[src/rtl/lfsr_age_arbiter.sv]
// lfsr_age_arbiter: one-hot arbiter with LFSR-randomized rotating priority and an age-based starvation override
module lfsr_age_arbiter #(
  parameter int NUM_REQS  = 4,
  parameter int K         = 100,
  parameter int URGENT_TH = K - NUM_REQS
) (
  input  logic                clk,
  input  logic                rst_n,
  input  logic [7:0]          lfsr_seed,
  input  logic                seed_load,
  input  logic [NUM_REQS-1:0] req,
  output logic [NUM_REQS-1:0] grant,
  output logic                urgent_mode,
  output logic                starve_err
);
  localparam int AGE_W = $clog2(K + 1);
  localparam int IDX_W = $clog2(NUM_REQS);
  localparam logic [AGE_W-1:0] TH   = AGE_W'(URGENT_TH);
  localparam logic [AGE_W-1:0] KMAX = AGE_W'(K);
  localparam logic [AGE_W-1:0] KM1  = AGE_W'(K - 1);

  typedef enum logic {RAND, URGENT} mode_t;

  if (K <= 2 * NUM_REQS) begin : g_bad_k
    $error("lfsr_age_arbiter: K must exceed 2*NUM_REQS");
  end

  mode_t               state_q, state_d;
  logic [7:0]          lfsr_q, lfsr_d;
  logic [AGE_W-1:0]    age_q [NUM_REQS];
  logic [AGE_W-1:0]    age_d [NUM_REQS];
  logic [NUM_REQS-1:0] gnt_d, near_k;
  logic [IDX_W-1:0]    best, pick, idx, start;
  logic [AGE_W-1:0]    best_age;
  logic                any_urg;

  assign start = lfsr_q[IDX_W-1:0];
  assign lfsr_d = seed_load ? (lfsr_seed == 8'h00 ? 8'h01 : lfsr_seed)
                            : ({1'b0, lfsr_q[7:1]} ^ (lfsr_q[0] ? 8'hB8 : 8'h00));

  // oldest urgent requester wins; strict '>' keeps the lowest index on ties
  always_comb begin
    any_urg = 1'b0;
    best = '0;
    best_age = '0;
    for (int i = 0; i < NUM_REQS; i++)
      if (req[i] && age_q[i] >= TH && (!any_urg || age_q[i] > best_age)) begin
        any_urg = 1'b1;
        best = IDX_W'(i);
        best_age = age_q[i];
      end
  end

  // rotating search from the LFSR start; descending loop so the first hit in search order wins
  always_comb begin
    pick = '0;
    idx = '0;
    for (int j = NUM_REQS - 1; j >= 0; j--) begin
      idx = start + IDX_W'(j);
      pick = req[idx] ? idx : pick;
    end
  end

  // next grant, mode and ages from the current request/age snapshot
  always_comb begin
    gnt_d = any_urg ? NUM_REQS'(1) << best : (|req ? NUM_REQS'(1) << pick : '0);
    state_d = any_urg ? URGENT : RAND;
    for (int i = 0; i < NUM_REQS; i++) begin
      age_d[i] = (req[i] && !gnt_d[i]) ? (age_q[i] == KMAX ? KMAX : age_q[i] + 1'b1) : '0;
      near_k[i] = age_q[i] >= KM1;
    end
  end

  // state registers, all cleared asynchronously
  always_ff @(posedge clk or negedge rst_n) begin
    if (!rst_n) begin
      state_q <= RAND;
      lfsr_q <= 8'h01;
      age_q <= '{default: '0};
      grant <= '0;
      starve_err <= 1'b0;
    end else begin
      state_q <= state_d;
      lfsr_q <= lfsr_d;
      age_q <= age_d;
      grant <= gnt_d;
      starve_err <= starve_err | (|(req & ~gnt_d & near_k));
    end
  end

  assign urgent_mode = (state_q == URGENT);
endmodule

[config.mk]
export PLATFORM = sky130hd
export DESIGN_NAME = lfsr_age_arbiter
export DESIGN_NICKNAME = d
export VERILOG_FILES = /design/src/rtl/lfsr_age_arbiter.sv
export SDC_FILE = /design/constraint.sdc
export NUM_CORES = 1
export LEC_CHECK = 0
export ABC_AREA = 1
export CELL_PAD_IN_SITES_DETAIL_PLACEMENT = 2
export CELL_PAD_IN_SITES_GLOBAL_PLACEMENT = 2
export CORE_UTILIZATION = 34
export CTS_CLUSTER_SIZE = 10
export DETAILED_ROUTE_END_ITERATION = 12
export PLACE_DENSITY = 0.81
export SLEW_MARGIN = 5
export SYNTH_ARGS = -nofsm -noshare
export SYNTH_HDL_FRONTEND = slang
export SYNTH_SLANG_ARGS = --single-unit
[constraint.sdc]
create_clock -name clk -period 5 [get_ports clk]
set_clock_uncertainty 0.1 [all_clocks]
set_input_delay 1.25 -clock clk [delete_from_list [all_inputs] [get_ports clk]]
set_output_delay 1.25 -clock clk [all_outputs]
set_load 0.005 [all_outputs]
==> flow_summary.html, run 1 <==
<table>
<tr><th>Metric</th><th>Value</th></tr>
<tr><th colspan="2">Run status</th></tr>
<tr><td>Result of the run</td><td>finished, violations left</td></tr>
<tr><td>Violations in the final reports</td><td>setup timing</td></tr>
<tr><th colspan="2">Hold path</th></tr>
<tr><td>Class of the tightest hold or removal check</td><td>flop to flop</td></tr>
<tr><th colspan="2">Setup path</th></tr>
<tr><td>Category of the worst setup path launch point</td><td>input pin</td></tr>
<tr><td>Arrival time of the worst setup path</td><td>5.43 ns</td></tr>
<tr><td>Kind of critical path</td><td>input pin to flop</td></tr>
<tr><td>Slowest-stage cell, CP</td><td>ha_1</td></tr>
<tr><td>Critical Path Max Stage Delay</td><td>0.32 ns</td></tr>
<tr><td>Worst-case register-to-register setup slack</td><td>0.02 ns</td></tr>
<tr><td>Kind of cell adding the most delay to the critical path</td><td>simple AND/OR/NAND/NOR gates</td></tr>
<tr><td>Most used cell, CP</td><td>nand2_2</td></tr>
<tr><td>Setup crit end kind</td><td>flop</td></tr>
<tr><td>Number of buffer and inverter stages on the critical path</td><td>2</td></tr>
<tr><td>CP Max Fanout</td><td>7</td></tr>
<tr><td>Critical path required time</td><td>5.13 ns</td></tr>
<tr><th colspan="2">Synth</th></tr>
<tr><td>Fraction of synthesis flops using an asynchronous set or reset pin</td><td>1.00</td></tr>
<tr><td>Cell with the most instances after synthesis</td><td>nand2_1</td></tr>
<tr><td>Unique masters post-synth</td><td>30</td></tr>
<tr><td>Cell taking the most area after synthesis</td><td>dfrtp_1</td></tr>
<tr><td>Count of warnings emitted by yosys</td><td>0</td></tr>
<tr><td>Top cells by count, synth</td><td>nand2_1 (121), inv_1 (59), nor2_1 (42)</td></tr>
<tr><td>Flip-flop and latch count after synthesis</td><td>42</td></tr>
<tr><td>Area contributors post-synth</td><td>dfrtp_1 (35%), nand2_1 (15%), ha_1 (12%)</td></tr>
<tr><td>Number of flops mapped to enable cells by yosys</td><td>0</td></tr>
<tr><td>Post-synthesis area per instance</td><td>7.17 um2</td></tr>
<tr><td>Portion of the post-synthesis area used by sequential elements</td><td>0.355</td></tr>
<tr><td>Syn Std Cell Area</td><td>2960 um2</td></tr>
<tr><td>Fraction of synthesized cell area taken by the top area cell type</td><td>0.346</td></tr>
<tr><td>Main synth FF type</td><td>dfrtp_1</td></tr>
<tr><td>Gate count of the mapped netlist</td><td>413</td></tr>
<tr><td>Post-synthesis net count</td><td>457</td></tr>
<tr><th colspan="2">Layout</th></tr>
<tr><td>Number of nets in the layout</td><td>515</td></tr>
<tr><td>Area growth from synthesis to layout</td><td>39.7%</td></tr>
<tr><td>Layout cell share with drive strength beyond 1</td><td>0.273</td></tr>
<tr><td>Diode count</td><td>0</td></tr>
<tr><td>Filler Cells Inserted</td><td>948</td></tr>
<tr><td>Post-route core utilization</td><td>0.496</td></tr>
<tr><th colspan="2">CTS</th></tr>
<tr><td>Clk_lat worst skew</td><td>0.33 ns</td></tr>
<tr><td>Deepest level of the CTS H-tree</td><td>2</td></tr>
<tr><td>Total clock buffers created by CTS</td><td>5</td></tr>
<tr><td>Max Root-Sink Buffers</td><td>2</td></tr>
<tr><td>Number of buffers inserted by hold repair at cts</td><td>0</td></tr>
<tr><td>Clock sink count</td><td>42</td></tr>
<tr><td>TritonCTS clock tree</td><td>built</td></tr>
<tr><td>Clock transition at the registers of the reported paths</td><td>0.09 ns</td></tr>
<tr><td>Clock root buffer</td><td>clkbuf_8</td></tr>
<tr><th colspan="2">Detailed routing</th></tr>
<tr><td>Detailed-router iteration count before antenna repair</td><td>4</td></tr>
<tr><td>Initial drt markers</td><td>87</td></tr>
<tr><td>Wire length per cell</td><td>23.2 um</td></tr>
<tr><td>Total routed wirelength</td><td>13.4 mm</td></tr>
<tr><td>Drt drc</td><td>0</td></tr>
<tr><td>DR vias</td><td>3112</td></tr>
<tr><td>Number of routed nets with antenna violations</td><td>0</td></tr>
<tr><td>Routed via count divided by cell count</td><td>5.39</td></tr>
<tr><th colspan="2">Timing</th></tr>
<tr><td>RSZ-0062 raised after global routing</td><td>true</td></tr>
<tr><td>Final critical-path required period</td><td>5.30 ns</td></tr>
<tr><td>Final number of max-transition violations</td><td>0</td></tr>
<tr><td>Upper clock frequency limit</td><td>189 MHz</td></tr>
<tr><td>Worst Tran Pin Value</td><td>1.04 ns</td></tr>
<tr><td>Final critical-path setup slack</td><td>-0.299 ns</td></tr>
<tr><td>Count of final setup violators</td><td>31</td></tr>
<tr><td>Number of hold violations in the final report</td><td>0</td></tr>
<tr><td>Max-slew headroom</td><td>0.305</td></tr>
<tr><td>Final Cycle Share</td><td>1.06</td></tr>
<tr><th colspan="2">Global route</th></tr>
<tr><td>Number of antenna violations at the first check in global routing</td><td>0</td></tr>
<tr><td>Total congestion overflow</td><td>0</td></tr>
<tr><td>Maximum number of pins on one net before global-route repair</td><td>43</td></tr>
<tr><td>Vias in the first global route</td><td>3316</td></tr>
<tr><td>Global-route usage over all layers</td><td>0.255</td></tr>
<tr><td>Wire length of the first global-routing pass</td><td>17.0 mm</td></tr>
<tr><th colspan="2">Pwr</th></tr>
<tr><td>Power per cell area</td><td>243 nW/um2</td></tr>
<tr><td>Largest vdd supply drop</td><td>0.000179 V</td></tr>
<tr><td>Pleak</td><td>2.07 nW</td></tr>
<tr><th colspan="2">Floorplanning</th></tr>
<tr><td>Rows</td><td>33</td></tr>
<tr><td>Area of the die</td><td>9090 um2</td></tr>
<tr><td>Horizontal die dimension</td><td>95.4 um</td></tr>
<tr><td>Initial standard-cell utilization of the core</td><td>0.355</td></tr>
<tr><td>Height of the die</td><td>95.4 um</td></tr>
<tr><td>Total I/O pin count</td><td>21</td></tr>
<tr><td>Area of the core</td><td>8340 um2</td></tr>
<tr><th colspan="2">Place</th></tr>
<tr><td>DP HPWL</td><td>7.39 mm</td></tr>
<tr><td>Placer Congestion</td><td>0.800</td></tr>
<tr><td>Post-place setup slack</td><td>-1.35 ns</td></tr>
<tr><td>Count of input and output buffers</td><td>20</td></tr>
<tr><th colspan="2">Job</th></tr>
<tr><td>Max capacitance violation total</td><td>0</td></tr>
</table>
-- path summary, 6_finish.rpt --
kind                           start         to  cells past startpoint
max in group asynchronous      rst_n  age_q[15]                      1
min                        lfsr_q[2]  lfsr_q[1]                      2
max                           req[0]  age_q[19]                     32
max reg2reg                age_q[26]  age_q[19]                     38
min reg2reg                lfsr_q[2]  lfsr_q[1]                      2
min in group asynchronous      rst_n   age_q[0]                      1
-- timing repair --
item                       CTS  global route
setup buffers                7             4
setup endpoints to repair   33            33
resized for setup           47            76
pin swaps                   16            39
gates cloned                 2             0
-- per-stage QoR --
| step | setup TNS, ns | cell area (um2) | std cells | hold WS [ns] | power, mW |
|---|---|---|---|---|---|
| 2_1_floorplan | 0 | 2960 | 413 | 0.318 | 0.525 |
| 3_3_place_gp | -30.59 | 3440 | 557 | 0.323 | 0.607 |
| 3_5_place_dp | -41.93 | 3440 | 557 | 0.357 | 0.626 |
| 4_1_cts | 0 | 3770 | 574 | 0.380 | 0.947 |
| 5_1_grt | -9.93 | 4140 | 577 | 0.404 | 1.05 |
| 6_report | -5.25 | 4140 | 577 | 0.379 | 1.01 |
-- layout make-up --
cell class,count,area (um2),area share
clock inverter,2,37.5,0.00907
tap,105,131,0.0318
inverter,61,241,0.0584
sequential,42,1050,0.254
clock buffer,6,72.6,0.0175
multi-input combinational,308,2150,0.519
timing repair buffer,53,455,0.110
-- sequential cells by signal, indices dropped and copies added, names as in the netlist --
name,count
urgent_mode,1
age_q,28
starve_err,1
lfsr_q,8
grant,4
-- cell families (layout without fill, tap and decap cells) --
family	after synthesis	in the layout	synth area share
DFF	42	42	0.355
buffers and inverters	65	122	0.0840
xor gates and xnor gates	14	14	0.0414
AOI/OAI and AO/OA	43	43	0.0773
and+or+nand+nor	220	222	0.320
adders and majority gates	29	29	0.122
-- placed cells by master (no fill, tap or decap), types with 2 or more instances in the layout --
cell type and n:
nor2_1 38, nand3_1 21, nor2_4 2, inv_1 57, inv_2 3, buf_6 2, o21ai_4 3, ha_1 19
or2_2 5, nor3_1 2, xnor2_1 6, dfrtp_1 41, nand2_1 88, nand2_2 21, o21ai_0 13, clkbuf_8 5
buf_4 31, nand2_4 16, nor2_2 4, a21oi_2 4, nand3b_1 3, nor4_1 2, nand3_4 3, a21oi_1 11
xor2_1 8, nand2_8 4, ha_4 9, nand4_1 9, nand3_2 2, clkdlybuf4s50_1 18, o21ai_2 7
-- layer usage --
metal / share of wire / global-route usage
met4: 0.038 / 0.0859
met3: 0.030 / 0.0407
met1: 0.39 / 0.269
met2: 0.55 / 0.504
met5: 0 / 0
-- power by group --
group	switching (mW)	internal, mW
sequential	0.0326	0.368
combinational	0.179	0.126
clock	0.151	0.150
total	0.362	0.644
-- worst register-to-register path, delay by kind of cell (launching register included) --
kind / cells / cell delay, ns
adder cells (fa/ha/maj): 3 / 0.78
flip-flops: 1 / 0.40
AO/OA/AOI/OAI: 3 / 0.27
buffers and inverters: 4 / 0.52
AND/OR/NAND/NOR: 28 / 2.81
No activity file was read; power rests on OpenSTA's default activity.
==> run 2, diff against run 1 <==
- SLEW_MARGIN: 5 -> default
==> results of run 2 <==
No change in the layout: final DEF, timing and power equal those of run 1.
